==> src/rtl/drone_pkg.sv <==
// Shared definitions for the drone game: state codes, map end position and
// the Moore output decode used by the control unit.
package drone_pkg;

  typedef enum logic [3:0] {
    INICIAL  = 4'h0,
    PREPARA  = 4'h1,
    MODO     = 4'h2,
    VIDA     = 4'h3,
    MAPA     = 4'h4,
    ESPERA   = 4'h5,
    LE_MAPA  = 4'h6,
    CHECA    = 4'h7,
    CONTA    = 4'h8,
    VERIFICA = 4'h9,
    PROXIMA  = 4'hA,
    GANHOU   = 4'hB,
    PERDEU   = 4'hC
  } estado_t;

  localparam logic [3:0] MAPA_FIM = 4'hF;

  typedef struct packed {
    logic zeraPosicoes;
    logic resetaVidas;
    logic zeraT;
    logic contaT;
    logic desloca;
    logic escolhe_modo;
    logic escolhe_vida;
    logic escolhe_mapa;
    logic checa_colisao;
    logic atualiza;
    logic pronto;
    logic ganhou;
    logic perdeu;
  } saidas_t;

  function automatic saidas_t decodifica(estado_t e);
    saidas_t s;
    s = '0;
    case (e)
      PREPARA: begin
        s.zeraPosicoes = 1'b1;
        s.resetaVidas  = 1'b1;
        s.zeraT        = 1'b1;
      end
      MODO:   s.escolhe_modo = 1'b1;
      VIDA:   s.escolhe_vida = 1'b1;
      MAPA:   s.escolhe_mapa = 1'b1;
      ESPERA: begin
        s.contaT  = 1'b1;
        s.desloca = 1'b1;
      end
      CHECA: begin
        s.atualiza      = 1'b1;
        s.checa_colisao = 1'b1;
      end
      CONTA:   s.checa_colisao = 1'b1;
      PROXIMA: s.zeraT = 1'b1;
      GANHOU: begin
        s.pronto = 1'b1;
        s.ganhou = 1'b1;
      end
      PERDEU: begin
        s.pronto = 1'b1;
        s.perdeu = 1'b1;
      end
      default: s = '0;
    endcase
    return s;
  endfunction

endpackage

==> src/rtl/edge_detector.sv <==
// Rising-edge pulse generator: one register stage, pulse lasts one cycle
// however long the level stays high.
module edge_detector (
  input  logic clock,
  input  logic reset,
  input  logic sinal,
  output logic pulso
);

  logic anterior;

  always_ff @(posedge clock or negedge reset) begin
    if (!reset) anterior <= 1'b0;
    else        anterior <= sinal;
  end

  assign pulso = sinal & ~anterior;

endmodule

==> src/rtl/unidade_controle_drone.sv <==
// Moore control unit for the drone game. Optional macro DRONE_TIMEOUT_EN makes
// a move-timer expiry in ESPERA lose the game; otherwise timeout is ignored.
module unidade_controle_drone
  import drone_pkg::*;
(
  input  logic       clock,
  input  logic       reset,
  input  logic       iniciar,
  input  logic       confirma,
  input  logic       borda_movimento,
  input  logic       colisao,
  input  logic       timeout,
  input  logic       fim_mapa,
  output logic       zeraPosicoes,
  output logic       resetaVidas,
  output logic       zeraT,
  output logic       contaT,
  output logic       desloca,
  output logic       escolhe_modo,
  output logic       escolhe_vida,
  output logic       escolhe_mapa,
  output logic       checa_colisao,
  output logic       atualiza,
  output logic       pronto,
  output logic       ganhou,
  output logic       perdeu,
  output logic [3:0] db_estado
);

  estado_t estado, prox;
  saidas_t saidas;
  logic    iniciar_pulso, confirma_pulso;

  edge_detector u_ed_iniciar (
    .clock (clock), .reset (reset), .sinal (iniciar),  .pulso (iniciar_pulso)
  );
  edge_detector u_ed_confirma (
    .clock (clock), .reset (reset), .sinal (confirma), .pulso (confirma_pulso)
  );

`ifndef DRONE_TIMEOUT_EN
  logic unused_timeout;
  assign unused_timeout = timeout;
`endif

  always_comb begin
    prox = estado;
    case (estado)
      INICIAL:  if (iniciar_pulso) prox = PREPARA;
      PREPARA:  prox = MODO;
      MODO:     if (confirma_pulso) prox = VIDA;
      VIDA:     if (confirma_pulso) prox = MAPA;
      MAPA:     if (confirma_pulso) prox = ESPERA;
      ESPERA: begin
        // A move in the same cycle as a timer expiry is still honoured.
        if (borda_movimento) prox = LE_MAPA;
`ifdef DRONE_TIMEOUT_EN
        else if (timeout)    prox = PERDEU;
`endif
      end
      LE_MAPA:  prox = CHECA;
      CHECA:    prox = CONTA;
      CONTA:    prox = VERIFICA;
      VERIFICA: begin
        if (colisao)       prox = PERDEU;
        else if (fim_mapa) prox = GANHOU;
        else               prox = PROXIMA;
      end
      PROXIMA:  prox = ESPERA;
      GANHOU, PERDEU: if (iniciar_pulso) prox = PREPARA;
      default:  prox = INICIAL;
    endcase
  end

  // Outputs are registered from the next state so they line up with estado.
  always_ff @(posedge clock or negedge reset) begin
    if (!reset) begin
      estado <= INICIAL;
      saidas <= '0;
    end else begin
      estado <= prox;
      saidas <= decodifica(prox);
    end
  end

  assign zeraPosicoes  = saidas.zeraPosicoes;
  assign resetaVidas   = saidas.resetaVidas;
  assign zeraT         = saidas.zeraT;
  assign contaT        = saidas.contaT;
  assign desloca       = saidas.desloca;
  assign escolhe_modo  = saidas.escolhe_modo;
  assign escolhe_vida  = saidas.escolhe_vida;
  assign escolhe_mapa  = saidas.escolhe_mapa;
  assign checa_colisao = saidas.checa_colisao;
  assign atualiza      = saidas.atualiza;
  assign pronto        = saidas.pronto;
  assign ganhou        = saidas.ganhou;
  assign perdeu        = saidas.perdeu;
  assign db_estado     = estado;

endmodule

==> config.mk <==
export PLATFORM = sky130hd
export DESIGN_NAME = unidade_controle_drone
export DESIGN_NICKNAME = d
export VERILOG_FILES = /design/src/rtl/drone_pkg.sv /design/src/rtl/edge_detector.sv /design/src/rtl/unidade_controle_drone.sv
export SDC_FILE = /design/constraint.sdc
export NUM_CORES = 1
export LEC_CHECK = 0
export ABC_AREA = 1
export CAP_MARGIN = 10
export CORE_MARGIN = 8
export CORE_UTILIZATION = 42
export DETAILED_ROUTE_END_ITERATION = 16
export HOLD_SLACK_MARGIN = 0.06
export PLACE_DENSITY = 0.81
export SLEW_MARGIN = 20
export SYNTH_ARGS = -nofsm -noshare
export SYNTH_HDL_FRONTEND = slang
export SYNTH_HIERARCHICAL = 1
export SYNTH_SLANG_ARGS = --single-unit
export TNS_END_PERCENT = 30
==> constraint.sdc <==
create_clock -name clock -period 1.18 [get_ports clock]
set_input_delay 0.177 -clock clock [delete_from_list [all_inputs] [get_ports clock]]
set_output_delay 0.177 -clock clock [all_outputs]
set_load 0.005 [all_outputs]
==> impl_metrics.yaml <==
cells_and_area:
  syn2layout_area_growth_pct: 63.7
  nets: 178
  final_common_cell: "buf_4"
  fillCellCount: 158
  diodes: 0
  stdcell_count: 197
  mostFrequentLayoutCells: "22 x buf_4, 21 x nand2_1, 14 x dlygate4sd2_1"
  drive_gt1_share_pct: 52.1
  fin_util_pct: 70.6
routing:
  drc: 0
  drt-pass1-iter-count: 4
  vias_per_cell: 4.89
  vias: 963
  wire_per_inst_microns: 14.0
  routed_wl_microns: 2770
  drt_iter0_markers: 21
  antenna_left: 0
synthesis:
  syn_inst: 120
  synth_top_area_cell: "dfrtp_1"
  yosysTopAreaCellShare_pct: 46.4
  syn_area_per_cell_sq_um: 7.64
  ys_ff_latch: 17
  syn-cell-area_sq_um: 917
  ys_types: 17
  synthTopCellsByArea: "dfrtp_1 46%, nand2_1 12%, inv_1 7.8%, nor2_1 7.0%, nand3_1 5.5%"
  seq_area_frac_synth_pct: 46.4
  yosysWarnings: 6
  synth_nets: 128
worst_setup_path:
  worstPathArrival_ns: 1.74
  critPathKind: "reg -> reg"
  cpMaxStageDelayCell: "dfrtp_2"
  critical_path.endpoint: "zeraT"
  critPathBufInv: 3
  endpoint_kind: "flop"
  regToRegEndpoint: "zeraT"
  crit_chain: "buf_6 > inv_4 > nor2_1 > nand3_1 > nand2_1 > nor2_2 > nand2_4 > inv_4 > nand3_2 > nand2_1"
  critical_path.max_stage_delay_ns: 0.46
  r2r-start: "db_estado[0]"
  reg2reg_slack_ns: -0.31
  path_max_fanout: 6
  path_delay_family: "simple AND/OR/NAND/NOR gates"
  critPathLaunchType: "flop"
  crit_start: "db_estado[0]"
  critical_path_depth: 10
  cp.required_ns: 1.43
  reg2reg_depth: 10
grt:
  grt_pass1_vias: 982
  grt_antenna_before_repair: 0
  grtUsageTotal_pct: 14.0
  grt_max_degree: 18
  grt_overflow: 0
  grt_pass1_wl_microns: 4440
power:
  p_total_uw: 4030
  peakVddDrop_uv: 1560
  power_leakage_uw: 0.000829
  power.density_nw_per_um2: 2690
cts:
  cts_tree: "yes"
  insertion_delay_ns: 0.31
  cts_made_buffers: 3
  postCtsHoldBufs: 0
  clk_pin_slew_worst_paths_ns: 0.11
  cts.sinks: 17
  cts-root-buf: "clkbuf_4"
  max-clock-path-buffers: 2
  htreeDepth: 1
floorplan:
  io_pins: 25
  initial_core_util_pct: 43.1
  die_h_microns: 62.7
  dieArea_sq_um: 3940
  die_x_microns: 62.7
  coreArea_sq_um: 2130
  rows: 17
sta:
  fin_setup_tns_ns: -3.27
  timing.fmax_ghz: 0.670
  period_share_pct: 127
  max_slew_margin_pct: 86.0
  post-route-min-period_ns: 1.49
  hold_viol_final: 0
  setup_viol: 14
  rsz0062_at_grt: "yes"
  skew_ns: 0.00615
  final_max_slew_viol_count: 0
  worst_pin_slew_ns: 0.210
  hold-worst-slack_ns: 0.180
  fin_ws_ns: -0.313
min_path:
  min_path_type: "in -> async"
flow_run:
  cap_violations: 0
place:
  io_buffers: 23
  numPlacedInstances: 184
  gp_congestion: 0.902
  hpwl_microns: 1780
outcome:
  violations: "setup timing"
  status: "finished, violations left"
## sequential cells by signal (all words and copies together), names as in the netlist
signal / flops
resetaVidas: 1
checa_colisao: 1
escolhe_modo: 1
atualiza: 1
zeraT: 1
escolhe_vida: 1
escolhe_mapa: 1
pronto: 1
contaT: 1
ganhou: 1
u_ed_iniciar/anterior: 1
perdeu: 1
db_estado: 4
u_ed_confirma/anterior: 1
## metal layers
metal  wire length (microns)  vias to the layer above  track usage, %  part of all wire (%)
met1                    1090                      460            14.6                    39
li1                        -                      464               -                     -
met5                       0                        -               0                     0
met3                     138                       10            4.84                   5.0
met2                    1440                       29            23.9                    52
met4                     102                        0            7.98                   3.7
## cells in the mapped netlist
library cell / instances
nand2_1: 29
inv_1: 19
dfrtp_1: 17
nor2_1: 17
nand3_1: 10
nor2_2: 5
nor3_1: 4
nand2_2: 3
nand3_2: 3
o21ai_0: 3
buf_4: 2
inv_2: 2
nand2_4: 2
a21oi_2: 1
nand3b_1: 1
nor2_4: 1
nor3_2: 1
## through the flow
stage	setup slack (ns)	cell area, sq um
6_report	-0.313	1500
5_1_grt	-0.377	1500
4_1_cts	-0.220	1440
3_5_place_dp	-0.471	1310
3_3_place_gp	-0.411	1310
2_1_floorplan	-0.0502	950
## cells by family after synthesis
group / share of synthesized area (%)
AND/OR/NAND/NOR: 40.8
flip-flops: 46.4
buffers and inverters: 10.2
AO/OA/AOI/OAI: 2.59
## worst min-delay path by stage
stage,start,endpoint,slack [ns]
after floorplan,reset,atualiza,-0.12
after global placement,reset,atualiza,0.52
after CTS,reset,checa_colisao,0.19
final,reset,checa_colisao,0.18
after detailed placement,reset,checa_colisao,0.53
after global routing,reset,atualiza,0.20
## power breakdown
group	internal (uW)	switching (uW)	leakage, uW
clock network	127	204	0.0000177
registers	782	150	0.000218
logic	1240	1530	0.000593
## worst register-to-register path: cells and delay by family, from the launching register on
kind | cells | cell delay, ns
flip-flops | 1 | 0.46
buffers and inverters | 3 | 0.29
AND/OR/NAND/NOR | 7 | 0.68
## layout make-up
class                      instances  area [sq um]  share of cell area [%]
tap                               28          35.0                    2.33
clock inverter                     1          5.00                   0.333
multi-input combinational         80           531                    35.3
clock buffer                       3          22.5                    1.50
sequential                        17           430                    28.7
timing repair buffer              47           392                    26.1
inverter                          21          86.3                    5.75
## timing repair
| action | 4_1_cts | 5_1_grt |
|---|---|---|
| resized for setup | 49 | 16 |
| setup endpoints to repair | 29 | 15 |
| gates cloned | 0 | 0 |
| pin swaps | 11 | 10 |
| setup buffers | 9 | 0 |
Power figures use the tool's default switching activity.
